<file path="config.mk">
export PLATFORM = sky130hd
export DESIGN_NAME = alu_operand_stage_flat
export DESIGN_NICKNAME = d
export VERILOG_FILES = /design/src/rtl/alu_operand_stage_pkg.sv /design/src/rtl/alu_operand_stage_if.sv /design/src/rtl/alu_operand_stage_fwd_mux.sv /design/src/rtl/alu_operand_stage.sv /design/src/flat_wrapper.sv
export SDC_FILE = /design/constraint.sdc
export NUM_CORES = 1
export LEC_CHECK = 0
export ABC_AREA = 1
export CAP_MARGIN = 25
export CORE_MARGIN = 10
export CORE_UTILIZATION = 35
export CTS_CLUSTER_DIAMETER = 60
export DETAILED_ROUTE_END_ITERATION = 8
export PLACE_DENSITY = 0.82
export SYNTH_ARGS = -nofsm -noshare
export SYNTH_HDL_FRONTEND = slang
export SYNTH_SLANG_ARGS = --single-unit
</file>
<file path="constraint.sdc">
create_clock -name clk -period 1.4 [get_ports clk]
set_input_delay 0.28 -clock clk [delete_from_list [all_inputs] [get_ports clk]]
set_output_delay 0.28 -clock clk [all_outputs]
set_load 0.1 [all_outputs]
</file>
<file path="src/rtl/alu_operand_stage_pkg.sv">
// Shared definitions for the ALU operand (ID/EX) stage.
//   DEF_DATA_W / DEF_REG_AW / DEF_STALL_CW : default operand, register-index and
//                                            stall-counter widths
//   SHAMT_W / FUNC_W                       : shift-amount and R-type func widths
//   alu_op_e                               : ALUOp encodings seen by ALU_Control
package alu_operand_stage_pkg;

    localparam int DEF_DATA_W   = 8;
    localparam int DEF_REG_AW   = 3;
    localparam int DEF_STALL_CW = 8;
    localparam int SHAMT_W      = 5;
    localparam int FUNC_W       = 6;

    typedef enum logic [1:0] {
        ALUOP_ADD   = 2'b00,
        ALUOP_SUB   = 2'b01,
        ALUOP_RTYPE = 2'b10
    } alu_op_e;

endpackage

</file>
<file path="src/rtl/alu_operand_stage_if.sv">
// Bus bundle around the ID/EX operand stage.
//   dec_*  : decoded instruction from ID (valid/ready handshake)
//   exm_*  : EX/MEM producer, used for forwarding and load-use detection
//   wb_*   : MEM/WB producer, used for forwarding
//   ex_*   : registered operands/control toward ALU_Control and ALU
// Modports:
//   master : the surrounding pipeline (drives decode/forward/ex_ready)
//   slave  : the operand stage itself
interface alu_operand_stage_if
    import alu_operand_stage_pkg::*;
#(
    parameter int DATA_W = DEF_DATA_W,
    parameter int REG_AW = DEF_REG_AW
);

    logic              dec_valid;
    logic              dec_ready;
    logic [REG_AW-1:0] dec_rs;
    logic [REG_AW-1:0] dec_rt;
    logic [REG_AW-1:0] dec_rd;
    logic [DATA_W-1:0] dec_rs_data;
    logic [DATA_W-1:0] dec_rt_data;
    logic [DATA_W-1:0] dec_imm;
    logic              dec_is_imm;
    logic [SHAMT_W-1:0] dec_shamt;
    logic [1:0]        dec_alu_op;
    logic [FUNC_W-1:0] dec_func;

    logic              exm_wen;
    logic              exm_is_load;
    logic [REG_AW-1:0] exm_rd;
    logic [DATA_W-1:0] exm_result;

    logic              wb_wen;
    logic [REG_AW-1:0] wb_rd;
    logic [DATA_W-1:0] wb_data;

    logic              ex_valid;
    logic              ex_ready;
    logic [DATA_W-1:0] ex_ina;
    logic [DATA_W-1:0] ex_inb;
    logic [SHAMT_W-1:0] ex_shamt;
    logic [1:0]        ex_alu_op;
    logic [FUNC_W-1:0] ex_func;
    logic [REG_AW-1:0] ex_rd;

    modport master (
        output dec_valid, dec_rs, dec_rt, dec_rd, dec_rs_data, dec_rt_data,
               dec_imm, dec_is_imm, dec_shamt, dec_alu_op, dec_func,
               exm_wen, exm_is_load, exm_rd, exm_result,
               wb_wen, wb_rd, wb_data, ex_ready,
        input  dec_ready, ex_valid, ex_ina, ex_inb, ex_shamt, ex_alu_op,
               ex_func, ex_rd
    );

    modport slave (
        input  dec_valid, dec_rs, dec_rt, dec_rd, dec_rs_data, dec_rt_data,
               dec_imm, dec_is_imm, dec_shamt, dec_alu_op, dec_func,
               exm_wen, exm_is_load, exm_rd, exm_result,
               wb_wen, wb_rd, wb_data, ex_ready,
        output dec_ready, ex_valid, ex_ina, ex_inb, ex_shamt, ex_alu_op,
               ex_func, ex_rd
    );

endinterface

</file>
<file path="src/rtl/alu_operand_stage_fwd_mux.sv">
// Combinational operand forwarding mux for one source register.
//   idx        : source register index (r0 reads as zero)
//   reg_data   : value read from the register file
//   exm_*      : EX/MEM producer (ignored while it is a load, data not ready)
//   wb_*       : MEM/WB producer
//   operand    : resolved operand value
// The younger EX/MEM result wins over MEM/WB when both target idx.
module alu_operand_stage_fwd_mux
    import alu_operand_stage_pkg::*;
#(
    parameter int DATA_W = DEF_DATA_W,
    parameter int REG_AW = DEF_REG_AW
) (
    input  logic [REG_AW-1:0] idx,
    input  logic [DATA_W-1:0] reg_data,
    input  logic              exm_wen,
    input  logic              exm_is_load,
    input  logic [REG_AW-1:0] exm_rd,
    input  logic [DATA_W-1:0] exm_result,
    input  logic              wb_wen,
    input  logic [REG_AW-1:0] wb_rd,
    input  logic [DATA_W-1:0] wb_data,
    output logic [DATA_W-1:0] operand
);

    always_comb begin
        operand = reg_data;
        if (idx == '0) begin
            operand = '0;
        end else if (exm_wen && !exm_is_load && (exm_rd == idx)) begin
            operand = exm_result;
        end else if (wb_wen && (wb_rd == idx)) begin
            operand = wb_data;
        end
    end

endmodule

</file>
<file path="src/rtl/alu_operand_stage.sv">
// ID/EX operand stage feeding ALU_Control and ALU.
//   clk, rst   : clock (rising edge), synchronous active-high reset
//   flush      : kill stage contents (branch redirect), dominated by rst
//   bus        : decode handshake, forwarding sources, registered ex_* outputs
//   stall_cnt  : number of load-use bubbles inserted, saturating at all-ones
// Captures forwarded operands one cycle after acceptance, holds them while the
// ALU back-end stalls (ex_ready low), and refuses decode while an EX/MEM load
// feeds one of the instruction's live sources.
module alu_operand_stage
    import alu_operand_stage_pkg::*;
#(
    parameter int DATA_W   = DEF_DATA_W,
    parameter int REG_AW   = DEF_REG_AW,
    parameter int STALL_CW = DEF_STALL_CW
) (
    input  logic                clk,
    input  logic                rst,
    input  logic                flush,
    alu_operand_stage_if.slave  bus,
    output logic [STALL_CW-1:0] stall_cnt
);

    function automatic logic [STALL_CW-1:0] sat_inc(input logic [STALL_CW-1:0] v);
        return (&v) ? v : v + 1'b1;
    endfunction

    logic              hazard;
    logic              can_adv;
    logic              accept;
    logic              bubble;
    logic [DATA_W-1:0] rs_fwd;
    logic [DATA_W-1:0] rt_fwd;
    logic [DATA_W-1:0] inb_sel;

    logic               vld_p1;
    logic [DATA_W-1:0]  ina_p1;
    logic [DATA_W-1:0]  inb_p1;
    logic [SHAMT_W-1:0] shamt_p1;
    logic [1:0]         alu_op_p1;
    logic [FUNC_W-1:0]  func_p1;
    logic [REG_AW-1:0]  rd_p1;
    logic [STALL_CW-1:0] stall_cnt_p1;

    alu_operand_stage_fwd_mux #(.DATA_W(DATA_W), .REG_AW(REG_AW)) u_fwd_rs (
        .idx         (bus.dec_rs),
        .reg_data    (bus.dec_rs_data),
        .exm_wen     (bus.exm_wen),
        .exm_is_load (bus.exm_is_load),
        .exm_rd      (bus.exm_rd),
        .exm_result  (bus.exm_result),
        .wb_wen      (bus.wb_wen),
        .wb_rd       (bus.wb_rd),
        .wb_data     (bus.wb_data),
        .operand     (rs_fwd)
    );

    alu_operand_stage_fwd_mux #(.DATA_W(DATA_W), .REG_AW(REG_AW)) u_fwd_rt (
        .idx         (bus.dec_rt),
        .reg_data    (bus.dec_rt_data),
        .exm_wen     (bus.exm_wen),
        .exm_is_load (bus.exm_is_load),
        .exm_rd      (bus.exm_rd),
        .exm_result  (bus.exm_result),
        .wb_wen      (bus.wb_wen),
        .wb_rd       (bus.wb_rd),
        .wb_data     (bus.wb_data),
        .operand     (rt_fwd)
    );

    // ---- p0: hazard detection and handshake (combinational) ----
    always_comb begin
        hazard = 1'b0;
        // rt only matters when inb actually comes from the register file
        if (bus.exm_wen && bus.exm_is_load && (bus.exm_rd != '0)) begin
            hazard = (bus.exm_rd == bus.dec_rs) ||
                     (!bus.dec_is_imm && (bus.exm_rd == bus.dec_rt));
        end
    end

    assign can_adv       = !vld_p1 || bus.ex_ready;
    assign bus.dec_ready = can_adv && !hazard;
    assign accept        = bus.dec_valid && bus.dec_ready && !flush;
    assign bubble        = bus.dec_valid && hazard && can_adv && !flush;
    assign inb_sel       = bus.dec_is_imm ? bus.dec_imm : rt_fwd;

    // ---- p1: output register toward ALU_Control / ALU ----
    always_ff @(posedge clk) begin
        if (rst) begin
            vld_p1       <= 1'b0;
            ina_p1       <= '0;
            inb_p1       <= '0;
            shamt_p1     <= '0;
            alu_op_p1    <= '0;
            func_p1      <= '0;
            rd_p1        <= '0;
            stall_cnt_p1 <= '0;
        end else if (flush) begin
            vld_p1 <= 1'b0;
        end else begin
            if (accept) begin
                vld_p1    <= 1'b1;
                ina_p1    <= rs_fwd;
                inb_p1    <= inb_sel;
                shamt_p1  <= bus.dec_shamt;
                alu_op_p1 <= bus.dec_alu_op;
                func_p1   <= bus.dec_func;
                rd_p1     <= bus.dec_rd;
            end else if (can_adv) begin
                // Stage drained without a replacement; payload left stale
                vld_p1 <= 1'b0;
            end
            if (bubble) begin
                stall_cnt_p1 <= sat_inc(stall_cnt_p1);
            end
        end
    end

    assign bus.ex_valid  = vld_p1;
    assign bus.ex_ina    = ina_p1;
    assign bus.ex_inb    = inb_p1;
    assign bus.ex_shamt  = shamt_p1;
    assign bus.ex_alu_op = alu_op_p1;
    assign bus.ex_func   = func_p1;
    assign bus.ex_rd     = rd_p1;
    assign stall_cnt     = stall_cnt_p1;

endmodule

</file>
<file path="src/flat_wrapper.sv">
// flat-port wrapper written by rule: the top's interface ports become plain ports
module alu_operand_stage_flat import alu_operand_stage_pkg::*;
#(
    parameter int DATA_W   = DEF_DATA_W,
    parameter int REG_AW   = DEF_REG_AW,
    parameter int STALL_CW = DEF_STALL_CW
)
  (clk, rst, flush, stall_cnt, bus_dec_valid, bus_dec_rs, bus_dec_rt, bus_dec_rd, bus_dec_rs_data, bus_dec_rt_data, bus_dec_imm, bus_dec_is_imm, bus_dec_shamt, bus_dec_alu_op, bus_dec_func, bus_exm_wen, bus_exm_is_load, bus_exm_rd, bus_exm_result, bus_wb_wen, bus_wb_rd, bus_wb_data, bus_ex_ready, bus_dec_ready, bus_ex_valid, bus_ex_ina, bus_ex_inb, bus_ex_shamt, bus_ex_alu_op, bus_ex_func, bus_ex_rd);
  alu_operand_stage_if #(.DATA_W(DATA_W), .REG_AW(REG_AW)) bus_i ();
  input  logic clk;
  input  logic rst;
  input  logic flush;
  output logic [STALL_CW-1:0] stall_cnt;
  input wire logic [$bits(bus_i.dec_valid)-1:0] bus_dec_valid;
  input wire logic [$bits(bus_i.dec_rs)-1:0] bus_dec_rs;
  input wire logic [$bits(bus_i.dec_rt)-1:0] bus_dec_rt;
  input wire logic [$bits(bus_i.dec_rd)-1:0] bus_dec_rd;
  input wire logic [$bits(bus_i.dec_rs_data)-1:0] bus_dec_rs_data;
  input wire logic [$bits(bus_i.dec_rt_data)-1:0] bus_dec_rt_data;
  input wire logic [$bits(bus_i.dec_imm)-1:0] bus_dec_imm;
  input wire logic [$bits(bus_i.dec_is_imm)-1:0] bus_dec_is_imm;
  input wire logic [$bits(bus_i.dec_shamt)-1:0] bus_dec_shamt;
  input wire logic [$bits(bus_i.dec_alu_op)-1:0] bus_dec_alu_op;
  input wire logic [$bits(bus_i.dec_func)-1:0] bus_dec_func;
  input wire logic [$bits(bus_i.exm_wen)-1:0] bus_exm_wen;
  input wire logic [$bits(bus_i.exm_is_load)-1:0] bus_exm_is_load;
  input wire logic [$bits(bus_i.exm_rd)-1:0] bus_exm_rd;
  input wire logic [$bits(bus_i.exm_result)-1:0] bus_exm_result;
  input wire logic [$bits(bus_i.wb_wen)-1:0] bus_wb_wen;
  input wire logic [$bits(bus_i.wb_rd)-1:0] bus_wb_rd;
  input wire logic [$bits(bus_i.wb_data)-1:0] bus_wb_data;
  input wire logic [$bits(bus_i.ex_ready)-1:0] bus_ex_ready;
  output wire logic [$bits(bus_i.dec_ready)-1:0] bus_dec_ready;
  output wire logic [$bits(bus_i.ex_valid)-1:0] bus_ex_valid;
  output wire logic [$bits(bus_i.ex_ina)-1:0] bus_ex_ina;
  output wire logic [$bits(bus_i.ex_inb)-1:0] bus_ex_inb;
  output wire logic [$bits(bus_i.ex_shamt)-1:0] bus_ex_shamt;
  output wire logic [$bits(bus_i.ex_alu_op)-1:0] bus_ex_alu_op;
  output wire logic [$bits(bus_i.ex_func)-1:0] bus_ex_func;
  output wire logic [$bits(bus_i.ex_rd)-1:0] bus_ex_rd;
  assign bus_i.dec_valid = bus_dec_valid;
  assign bus_i.dec_rs = bus_dec_rs;
  assign bus_i.dec_rt = bus_dec_rt;
  assign bus_i.dec_rd = bus_dec_rd;
  assign bus_i.dec_rs_data = bus_dec_rs_data;
  assign bus_i.dec_rt_data = bus_dec_rt_data;
  assign bus_i.dec_imm = bus_dec_imm;
  assign bus_i.dec_is_imm = bus_dec_is_imm;
  assign bus_i.dec_shamt = bus_dec_shamt;
  assign bus_i.dec_alu_op = bus_dec_alu_op;
  assign bus_i.dec_func = bus_dec_func;
  assign bus_i.exm_wen = bus_exm_wen;
  assign bus_i.exm_is_load = bus_exm_is_load;
  assign bus_i.exm_rd = bus_exm_rd;
  assign bus_i.exm_result = bus_exm_result;
  assign bus_i.wb_wen = bus_wb_wen;
  assign bus_i.wb_rd = bus_wb_rd;
  assign bus_i.wb_data = bus_wb_data;
  assign bus_i.ex_ready = bus_ex_ready;
  assign bus_dec_ready = bus_i.dec_ready;
  assign bus_ex_valid = bus_i.ex_valid;
  assign bus_ex_ina = bus_i.ex_ina;
  assign bus_ex_inb = bus_i.ex_inb;
  assign bus_ex_shamt = bus_i.ex_shamt;
  assign bus_ex_alu_op = bus_i.ex_alu_op;
  assign bus_ex_func = bus_i.ex_func;
  assign bus_ex_rd = bus_i.ex_rd;
  alu_operand_stage #(.DATA_W(DATA_W), .REG_AW(REG_AW), .STALL_CW(STALL_CW)) u_core (.clk(clk), .rst(rst), .flush(flush), .bus(bus_i), .stall_cnt(stall_cnt));
endmodule
</file>
==> flow_metrics.env <==
export IMPL_critical_path_top_delay_family="buffers and inverters"
export IMPL_final_cell_mix="nand2_1, clkdlybuf4s50_1, inv_1, buf_12, nor2_1"
export IMPL_layout_commonest_cell="nand2_1"
export IMPL_gr_total_overflow=0
export IMPL_dp_hpwl_mm=8.331
export IMPL_yosys_area_share_adder_pct=0.4686
export IMPL_synth_area_mux_share_pct=0
export IMPL_antenna_found_initial=0
export IMPL_place_inst=674
export IMPL_ys_types=27
export IMPL_ys_ff_latch=41
export IMPL_leakage_nw=2.463
export IMPL_dr_pass1_iters=5
export IMPL_die_x_um=107.3
export IMPL_yosysSeqAreaShare_pct=30.74
export IMPL_mappedNetlistArea_sq_um=2670
export IMPL_worst_pin_slew_ns=0.3574
export IMPL_ios=119
export IMPL_worstSetupPathType="in -> out"
export IMPL_cts_tree="yes"
export IMPL_core_sq_um=7331
export IMPL_path_buf_inv=3
export IMPL_clock_sinks=41
export IMPL_cts_max_path_buffers=2
export IMPL_fillers=542
export IMPL_wl_met1_mm=4.298
export IMPL_hold_ws_ns=0.4935
export IMPL_syn_instance_count=440
export IMPL_start_kind="input port"
export IMPL_via_per_inst=4.905
export IMPL_wl_met2_mm=6.264
export IMPL_final_cell_count_no_fill=704
export IMPL_synth_compound_area_share_pct=6.842
export IMPL_path_cells="buf_8 -> inv_12 -> nand2_4 -> nand2_4 -> nor2_8 -> nand3b_1 -> nand2_2 -> a21boi_4 -> buf_12"
export IMPL_fin_worst_skew_ns=0.01197
export IMPL_worstPathArrival_ns=1.21
export IMPL_highest_layer="met4"
export IMPL_grt_pass1_vias=3388
export IMPL_violations="negative setup slack"
export IMPL_wl_per_cell_um=16.58
export IMPL_avgSynthCellArea_sq_um=6.068
export IMPL_setup_violations=3
export IMPL_die_y_um=107.3
export IMPL_rows=31
export IMPL_drt_first_iter_violations=150
export IMPL_preCtsSetupSlack_ns=-0.7304
export IMPL_rsz0062_at_grt="true"
export IMPL_drv_slew=0
export IMPL_wl_mm=11.67
export IMPL_drc_errors=0
export IMPL_syn2layout_area_growth_pct=99.67
export IMPL_synthSimpleGateAreaFrac_pct=46.91
export IMPL_cts_buffers=5
export IMPL_path_common_cell="nand2_4"
export IMPL_critPathCaptureType="output port"
export IMPL_root_buffer="clkbuf_8"
export IMPL_n_antenna_cell=0
export IMPL_max_freq_mhz=672.2
export IMPL_final_area_sq_um=5331
export IMPL_clkLatencyLatePin_ns=0.30
export IMPL_crit_slowest_cell="a21boi_4"
export IMPL_cts_hold_buffers=0
export IMPL_vias=3453
export IMPL_fin_nets=682
export IMPL_synth_top_family_by_area="simple AND/OR/NAND/NOR gates"
export IMPL_p_per_area_nw_per_um2=709.2
export IMPL_postLayoutSetupSlackWorst_ns=-0.08766
export IMPL_drtAntennaViolNets=0
export IMPL_synth_warnings=0
export IMPL_drv_cap=0
export IMPL_finalHoldViolCount=0
export IMPL_ir_drop_mv=0.4892
export IMPL_slew_headroom_pct=76.17
export IMPL_required_ns=1.12
export IMPL_cpPeakStageDelay_ns=0.20
export IMPL_syn_nets=518
export IMPL_io_buffers=118
export IMPL_die_area_sq_um=11520
export IMPL_worstHoldPathType="in -> reg"
export IMPL_htreeDepth=2
export IMPL_drive_gt1_share_pct=32.07
export IMPL_finalPower_mw=3.781
export IMPL_wl_met3_um=744
export IMPL_grt_max_degree=25
export IMPL_gp_congestion=0.9172
export IMPL_critical_path_peak_fanout=3
export IMPL_outcome="finished, violations left"
export IMPL_min_period_ns=1.488
export IMPL_dpl_cell_area_sq_um=4695
export IMPL_grt_pass1_wl_mm=16.76
export IMPL_start_util_pct=36.42
export IMPL_grt_usage_pct=17.73
export IMPL_period_share_pct=106.3
export IMPL_synth_xor_area_share_pct=3.233
export IMPL_clk_pin_slew_ns=0.09
layer usage:
| metal | up-vias | track usage [%] |
|---|---|---|
| met1 | 1573 | 18.62 |
| met5 | - | 0 |
| li1 | 1711 | - |
| met4 | 0 | 7.443 |
| met3 | 31 | 4.731 |
| met2 | 138 | 32.50 |
worst paths after layout:
path                                      start                            endpoint  slack [ns]  cells past startpoint
max                               bus_dec_rt[1]                       bus_dec_ready       -0.09                      9
min reg2reg  u_core.bus.ex_func[1]$_SDFFE_PP0P_  u_core.bus.ex_func[1]$_SDFFE_PP0P_        0.50                      2
min                                bus_ex_ready    u_core.bus.ex_valid$_SDFFE_PP0P_        0.49                      5
max reg2reg    u_core.stall_cnt[2]$_SDFFE_PP0P_    u_core.stall_cnt[6]$_SDFFE_PP0P_        0.02                      9
cells in the mapped netlist (all sizes together):
cell type	count	share of area [%]
nand2	143	21
nor2	71	13
inv	55	7.7
nand3	47	8.8
dfxtp	41	31
a21oi	27	5.1
nand4	17	4.0
buf	10	3.0
o21ai	8	1.5
xnor2	7	2.6
clkbuf	6	0.84
clkinv	2	0.28
xor2	2	0.66
a21boi	1	0.28
and2	1	0.23
ha	1	0.47
nand3b	1	0.28
stage by stage:
| step | util (%) | setup TNS, ns |
|---|---|---|
| detailed placement | 64.04 | -28.55 |
| finish | 72.73 | -0.1085 |
| floorplan | - | -1.731 |
| global placement | 64.04 | -25.61 |
| global route | 72.73 | -0.5989 |
| CTS | 67.57 | -1.369 |
power by group:
| group | total (mW) | switching, mW | internal [mW] | leakage, nW |
|---|---|---|---|---|
| combinational | 1.70 | 0.964 | 0.740 | 2.08 |
| clock | 0.800 | 0.443 | 0.357 | 0.0424 |
| sequential | 1.28 | 0.0640 | 1.21 | 0.342 |
kinds of logic after synthesis:
logic type | count (synthesis)
buffers and inverters | 73
DFF | 41
adders and majority gates | 1
xor gates and xnor gates | 9
AOI/OAI and AO/OA | 36
and+or+nand+nor | 280
state kept, by name, summed over array words and instances, names as in the netlist:
signal                flops
u_core.bus.ex_alu_op      2
u_core.stall_cnt          8
u_core.bus.ex_inb         8
u_core.bus.ex_rd          3
u_core.bus.ex_shamt       5
u_core.bus.ex_func        6
u_core.bus.ex_ina         8
u_core.bus.ex_valid       1
final cells by class:
cell class / count / area, sq um / share of cell area, %
inverters: 57 / 265.3 / 4.975
multi-input cells: 327 / 1810 / 33.96
well taps: 99 / 123.9 / 2.323
repair buffers: 172 / 2200 / 41.26
clock inverters: 1 / 8.758 / 0.1643
clock buffers: 7 / 76.32 / 1.432
flip-flops and latches: 41 / 847.1 / 15.89
worst register-to-register path: stages, from the launching register on:
cell and delay, ns:
dfxtp_4 0.38, nand2_1 0.07, nor2_2 0.14, nand2_2 0.08
nor2_1 0.11, nor2_2 0.06, buf_4 0.14, nand3_4 0.10
nand2_1 0.09, a21oi_2 0.13
repair_timing:
action	CTS	global route
resized for setup	65	64
setup endpoints to repair	42	42
gates cloned	2	7
pin swaps	17	24
buffers inserted	4	13
Note: power is estimated with default switching activity, not from simulation.
